## src/rtl/alu_mc.sv

```systemverilog
// alu_mc: multi-cycle ALU. Single-cycle add/sub/logic/shift/compare ops, iterative MULU/DIVU.
// Latency: 1 cycle for single-cycle ops and divide-by-zero, WIDTH+1 cycles for MULU/DIVU.
// Backpressure: in_ready is high only in IDLE; requests made while busy are dropped, not queued.
//
// Optional feature: define ALU_MC_DIV_EN to compile in the restoring divider (DIVU).
// Without it, DIVU completes in one cycle with result=0, hi=0, overflow=1.
//
// Ports:
//   clk, rst          clock, asynchronous active-high reset
//   in_valid/in_ready request handshake; op, inA, inB latched at accept
//   out_valid         one-cycle pulse qualifying result/hi/cond_code
//   result, hi        primary result, high product / remainder (held until next completion)
//   cond_code         {eq, ne, lt, gt, zero, overflow}
module alu_mc #(
  parameter int WIDTH = 32,
  parameter int SHW   = $clog2(WIDTH)
) (
  input  logic             clk,
  input  logic             rst,
  input  logic             in_valid,
  output logic             in_ready,
  input  logic [3:0]       op,
  input  logic [WIDTH-1:0] inA,
  input  logic [WIDTH-1:0] inB,
  output logic             out_valid,
  output logic [WIDTH-1:0] result,
  output logic [WIDTH-1:0] hi,
  output logic [5:0]       cond_code
);

  localparam logic [3:0] OP_ADD  = 4'b0001;
  localparam logic [3:0] OP_SUB  = 4'b1001;
  localparam logic [3:0] OP_AND  = 4'b0011;
  localparam logic [3:0] OP_OR   = 4'b0100;
  localparam logic [3:0] OP_SLL  = 4'b0101;
  localparam logic [3:0] OP_SRL  = 4'b1101;
  localparam logic [3:0] OP_LUI  = 4'b0111;
  localparam logic [3:0] OP_SLT  = 4'b0010;
  localparam logic [3:0] OP_SLTU = 4'b1010;
  localparam logic [3:0] OP_MULU = 4'b0110;
  localparam logic [3:0] OP_DIVU = 4'b1000;

  localparam logic [SHW-1:0] CNT_INIT = SHW'(WIDTH - 1);

  typedef enum logic [1:0] {S_IDLE, S_MUL, S_DIV, S_DONE} state_t;

  state_t           state;
  logic [SHW-1:0]   cnt;
  logic [WIDTH-1:0] a_q, b_q;
  // Shared iteration register: {p_hi, p_lo} is the product-in-progress for MULU
  // and {remainder, dividend/quotient} for DIVU.
  logic [WIDTH-1:0] p_hi, p_lo;

  assign in_ready = (state == S_IDLE);

  function automatic logic [5:0] flags(input logic [WIDTH-1:0] a, input logic [WIDTH-1:0] b,
                                       input logic [WIDTH-1:0] r, input logic ov);
    logic eq;
    eq = (a == b);
    return {eq, !eq, $signed(a) < $signed(b), $signed(a) > $signed(b), r == '0, ov};
  endfunction

  // Single-cycle results, computed straight from the inputs in the accept cycle.
  logic [WIDTH-1:0] add_s, sub_s, sc_res, sc_hi;
  logic             sc_ov;

  assign add_s = inA + inB;
  assign sub_s = inA - inB;

  always_comb begin
    sc_res = '0;
    sc_hi  = '0;
    sc_ov  = 1'b0;
    case (op)
      OP_ADD: begin
        sc_res = add_s;
        sc_ov  = (inA[WIDTH-1] == inB[WIDTH-1]) && (add_s[WIDTH-1] != inA[WIDTH-1]);
      end
      OP_SUB: begin
        sc_res = sub_s;
        sc_ov  = (inA[WIDTH-1] != inB[WIDTH-1]) && (sub_s[WIDTH-1] != inA[WIDTH-1]);
      end
      OP_AND:  sc_res = inA & inB;
      OP_OR:   sc_res = inA | inB;
      OP_SLL:  sc_res = inA << inB[SHW-1:0];
      OP_SRL:  sc_res = inA >> inB[SHW-1:0];
      OP_LUI:  sc_res = inB << (WIDTH / 2);
      OP_SLT:  sc_res = {{(WIDTH-1){1'b0}}, $signed(inA) < $signed(inB)};
      OP_SLTU: sc_res = {{(WIDTH-1){1'b0}}, inA < inB};
`ifdef ALU_MC_DIV_EN
      // Only reaches the output when the divisor is zero; otherwise DIV takes over.
      OP_DIVU: begin
        sc_res = '1;
        sc_hi  = inA;
        sc_ov  = 1'b1;
      end
`else
      OP_DIVU: sc_ov = 1'b1;
`endif
      default: ;
    endcase
  end

  // Shift-add multiplier step: add multiplicand into the top half when the
  // current multiplier bit is set, then shift the whole double word right.
  logic [WIDTH:0]   mul_sum;
  logic [WIDTH-1:0] mul_hi_nx, mul_lo_nx;

  assign mul_sum   = {1'b0, p_hi} + (p_lo[0] ? {1'b0, a_q} : '0);
  assign mul_hi_nx = mul_sum[WIDTH:1];
  assign mul_lo_nx = {mul_sum[0], p_lo[WIDTH-1:1]};

`ifdef ALU_MC_DIV_EN
  // Restoring divider step: shift in the next dividend bit, subtract the
  // divisor if it fits; the quotient bit enters at the bottom of p_lo.
  logic [WIDTH:0]   div_sh, div_diff;
  logic             div_ge;
  logic [WIDTH-1:0] div_hi_nx, div_lo_nx;

  assign div_sh    = {p_hi, p_lo[WIDTH-1]};
  assign div_diff  = div_sh - {1'b0, b_q};
  assign div_ge    = (div_sh >= {1'b0, b_q});
  assign div_hi_nx = div_ge ? div_diff[WIDTH-1:0] : div_sh[WIDTH-1:0];
  assign div_lo_nx = {p_lo[WIDTH-2:0], div_ge};
`endif

  always_ff @(posedge clk or posedge rst) begin
    if (rst) begin
      state     <= S_IDLE;
      cnt       <= '0;
      a_q       <= '0;
      b_q       <= '0;
      p_hi      <= '0;
      p_lo      <= '0;
      result    <= '0;
      hi        <= '0;
      cond_code <= '0;
      out_valid <= 1'b0;
    end else begin
      out_valid <= 1'b0;
      case (state)
        S_IDLE: begin
          if (in_valid) begin
            a_q <= inA;
            b_q <= inB;
            cnt <= CNT_INIT;
            if (op == OP_MULU) begin
              p_hi  <= '0;
              p_lo  <= inB;
              state <= S_MUL;
            end
`ifdef ALU_MC_DIV_EN
            else if (op == OP_DIVU && inB != '0) begin
              p_hi  <= '0;
              p_lo  <= inA;
              state <= S_DIV;
            end
`endif
            else begin
              result    <= sc_res;
              hi        <= sc_hi;
              cond_code <= flags(inA, inB, sc_res, sc_ov);
              out_valid <= 1'b1;
              state     <= S_DONE;
            end
          end
        end
        S_MUL: begin
          p_hi <= mul_hi_nx;
          p_lo <= mul_lo_nx;
          if (cnt == '0) begin
            result    <= mul_lo_nx;
            hi        <= mul_hi_nx;
            cond_code <= flags(a_q, b_q, mul_lo_nx, mul_hi_nx != '0);
            out_valid <= 1'b1;
            state     <= S_DONE;
          end else begin
            cnt <= cnt - SHW'(1);
          end
        end
`ifdef ALU_MC_DIV_EN
        S_DIV: begin
          p_hi <= div_hi_nx;
          p_lo <= div_lo_nx;
          if (cnt == '0) begin
            result    <= div_lo_nx;
            hi        <= div_hi_nx;
            cond_code <= flags(a_q, b_q, div_lo_nx, 1'b0);
            out_valid <= 1'b1;
            state     <= S_DONE;
          end else begin
            cnt <= cnt - SHW'(1);
          end
        end
`endif
        S_DONE:  state <= S_IDLE;
        default: state <= S_IDLE;
      endcase
    end
  end

endmodule

```

## config.mk

```make
export PLATFORM = sky130hd
export DESIGN_NAME = alu_mc
export DESIGN_NICKNAME = d
export VERILOG_FILES = /design/src/rtl/alu_mc.sv
export SDC_FILE = /design/constraint.sdc
export NUM_CORES = 1
export LEC_CHECK = 0
export CAP_MARGIN = 20
export CORE_MARGIN = 4
export CORE_UTILIZATION = 30
export DETAILED_ROUTE_END_ITERATION = 6
export PLACE_DENSITY = 0.56
export SYNTH_ARGS = -nofsm -noshare
export SYNTH_HDL_FRONTEND = slang
export SYNTH_SLANG_ARGS = --single-unit
```

## constraint.sdc

```tcl
create_clock -name clk -period 10.1 [get_ports clk]
set_input_delay 2.525 -clock clk [delete_from_list [all_inputs] [get_ports clk]]
set_output_delay 2.525 -clock clk [all_outputs]
set_load 0.01 [all_outputs]
```

==> out/metrics.yaml <==
nNetsFinal: 2860
setup_viol: 0
yosys_warnings: 0
hp-start: "hi[28]"
synth.largest_area_cell: "dfrtp_1"
clk_path_buf_depth: 3
drc: 0
cp_slowest_cell: "clkdlybuf4s50_1"
finalNonFillerCells: 3515
ant_nets: 0
syn_to_final_growth_pct: 14.3
drt_first_pass_iters: 6
crit_arrival_ns: 8.25
gp_congestion: 1.00
crit_chain: "clkdlybuf4s50_1 > inv_1 > ha_1 > nor2b_1 > o21ai_0 > a21oi_1 > a2111oi_0 > buf_4 > mux2i_1 > a2111oi_0 > o21ai_0 > a211oi_1 > nand4_1 > or4_1 > o21ai_1"
initial_core_util_pct: 30.3
tightest_slew_ns: 1.00
hp-class: "reg2reg"
ys_async_sr_fraction_pct: 100
die_area_um2: 72200
final_max_slew_viol_count: 0
skew_ns: 0.0201
placed_cell_area_um2: 22400
post-dp-hpwl_um: 71900
clk_latency_ns: 0.54
reg2reg_slack_ns: 4.68
grt_remaining_overflow: 0
vias: 21000
yosysTopAreaCellShare_pct: 25.3
ff2ff_path_depth: 14
die_w_um: 269
postRouteWirelength_um: 92100
holdBufCountCts: 0
grt_max_degree: 110
crit_family: "compound AO/OA/AOI/OAI gates"
tns_ns: 0
root_buffer: "clkbuf_16"
cts_made_buffers: 24
power.total_mw: 6.06
dp_cells: 3470
vias_per_cell: 5.97
power.density_nw_per_um2: 260
hold_viol: 0
drtIter0Drc: 2623
synth_nets: 2834
ctsResizeCount: 0
cts_tree: "done"
fmax_mhz: 128
final_area_um2: 23300
synthTopCellsByArea: "dfrtp_1 25%, ha_1 9.9%, nand2_1 7.8%"
num_rows: 95
grt_pass1_vias: 20000
yosys_register_bits: 206
ir_drop_v: 0.000135
syn_avg_cell_area_um2: 7.84
min_period_ns: 7.78
seq_area_frac_synth_pct: 25.3
antenna_found_initial: 3
grt_pass1_wl_um: 136000
status: "complete, no violations"
hold_ws_ns: 0.470
post_cts_buffers: 0
fillCellCount: 7144
worst_r2r_startpoint: "p_lo[0]"
cap_violations: 0
synthFlopType: "dfrtp_1"
cp.required_ns: 10.56
worst-path-max-fanout: 11
core_area_um2: 67300
crit_path_start_kind: "primary input"
synthCells: 2598
slew_headroom_pct: 32.2
crit_buf_inv: 3
worstHoldEndpoint: "hi[28]"
clk_pin_slew_ns: 0.08
drive_above_1_share_pct: 7.69
path_class: "in2reg"
cpPeakStageDelay_ns: 0.91
min_delay_path_depth: 2
synth_area_um2: 20400
avgRoutedWirePerCell_um: 26.2
die_y_um: 269
synth_edf_count: 0
period_share_pct: 77.1
synth_cell_types: 91
rr_endpoint: "cond_code[0]"
crit_path_end_kind: "flip-flop"
rsz0062_at_grt: "no"
htreeDepth: 1
io_buffer_count: 142
grt_util_all_layers_pct: 24.9
total_leakage_power_nw: 10.1
cts.sinks: 206
ios: 143
## where the power goes
group	switching [mW]	total (mW)	internal, mW
Clock	0.381	0.960	0.579
Sequential	0.298	1.53	1.23
Combinational	2.14	3.57	1.43
## placed cells by master, fill, tap and decap left out, drive strengths merged, types with 10 or more instances in the layout
cell,count
nand2b,21
mux4,42
o21bai,14
or3,11
nand3,48
o211ai,24
nor4,23
a2111oi,11
and2,47
ha,162
a211oi,55
xor2,12
nor2b,22
a211o,10
o21ai,204
clkinv,10
buf,44
xnor2,45
nand4,15
o22ai,29
dfrtp,206
a31oi,55
mux2,33
o31ai,44
clkbuf,29
nor2,195
o221ai,12
clkdlybuf4s50,137
nand2,421
a22oi,15
a21oi,154
nor3,53
a21o,57
mux2i,62
inv,140
a221oi,14
or2,10
## worst register-to-register path: stages (launching register included)
cell      delay, ns
dfrtp_1        0.90
and2_1         0.25
ha_1           0.21
fa_1           0.23
a21o_1         0.17
a31oi_1        0.12
or4b_2         0.68
a21boi_0       0.67
a21oi_1        0.24
xnor2_1        0.20
or3_1          0.40
nor4_1         0.57
nand4_1        0.25
and4b_1        0.35
nor3_1         0.05
## flip-flops by register name, indices dropped and copies added, names as in the netlist
signal     cells
a_q           32
p_hi          32
result        32
p_lo          32
b_q           32
hi            32
cnt            5
cond_code      6
state          2
out_valid      1
## layer usage
metal	routed length, um	track usage, %	vias up
li1	-	-	9470
met1	40300	35.8	10300
met2	40300	38.5	1099
met3	8390	3.91	168
met4	3070	7.35	0
met5	0	0	-
## final cells by class
class / instances / area, um^2 / area share, %
clock buffers: 28 / 667 / 2.86
diodes: 1 / 2.50 / 0.0107
clock inverters: 15 / 200 / 0.860
repair buffers: 182 / 1700 / 7.30
inverters: 140 / 533 / 2.29
flip-flops and latches: 206 / 5150 / 22.1
multi-input cells: 2070 / 13900 / 59.8
well taps: 873 / 1090 / 4.69
## metrics by stage
stage / util (%) / setup WS (ns)
4_1_cts: 34.6 / 2.64
3_3_place_gp: 33.3 / 2.00
5_1_grt: 34.6 / 2.18
2_1_floorplan: - / 1.95
6_report: 34.6 / 2.32
3_5_place_dp: 33.3 / 2.09
## worst max path at each step
stage | from | to | slack [ns] | cells past startpoint
after floorplan | rst | a_q[0] | 1.95 | 1
after global placement | inA[21] | cond_code[1] | 2.00 | 15
after detailed placement | inB[4] | cond_code[1] | 2.09 | 14
after CTS | inB[4] | cond_code[1] | 2.64 | 14
after global routing | inB[4] | cond_code[1] | 2.18 | 14
final | inA[21] | cond_code[1] | 2.32 | 15
## synth_stat cells, drive strengths merged, types with 44 or more instances
cell type	count
a21o	57
and2	47
nor2	195
a21oi	154
o31ai	44
clkbuf	120
nand3	48
nand2	421
nor3	53
buf	62
xnor2	45
mux2i	62
o21ai	204
a31oi	55
inv	137
dfrtp	206
ha	162
a211oi	55
## cells by family after synthesis
| logic type | after synthesis | share of synthesized area, % |
|---|---|---|
| AND/OR/NAND/NOR | 914 | 20.3 |
| AO/OA/AOI/OAI | 797 | 25.6 |
| buffers and inverters | 322 | 6.52 |
| flip-flops | 206 | 25.3 |
| adder cells (fa/ha/maj) | 165 | 10.2 |
| multiplexers | 137 | 9.57 |
| XOR/XNOR | 57 | 2.45 |
Note: power is estimated with default switching activity, not from simulation.
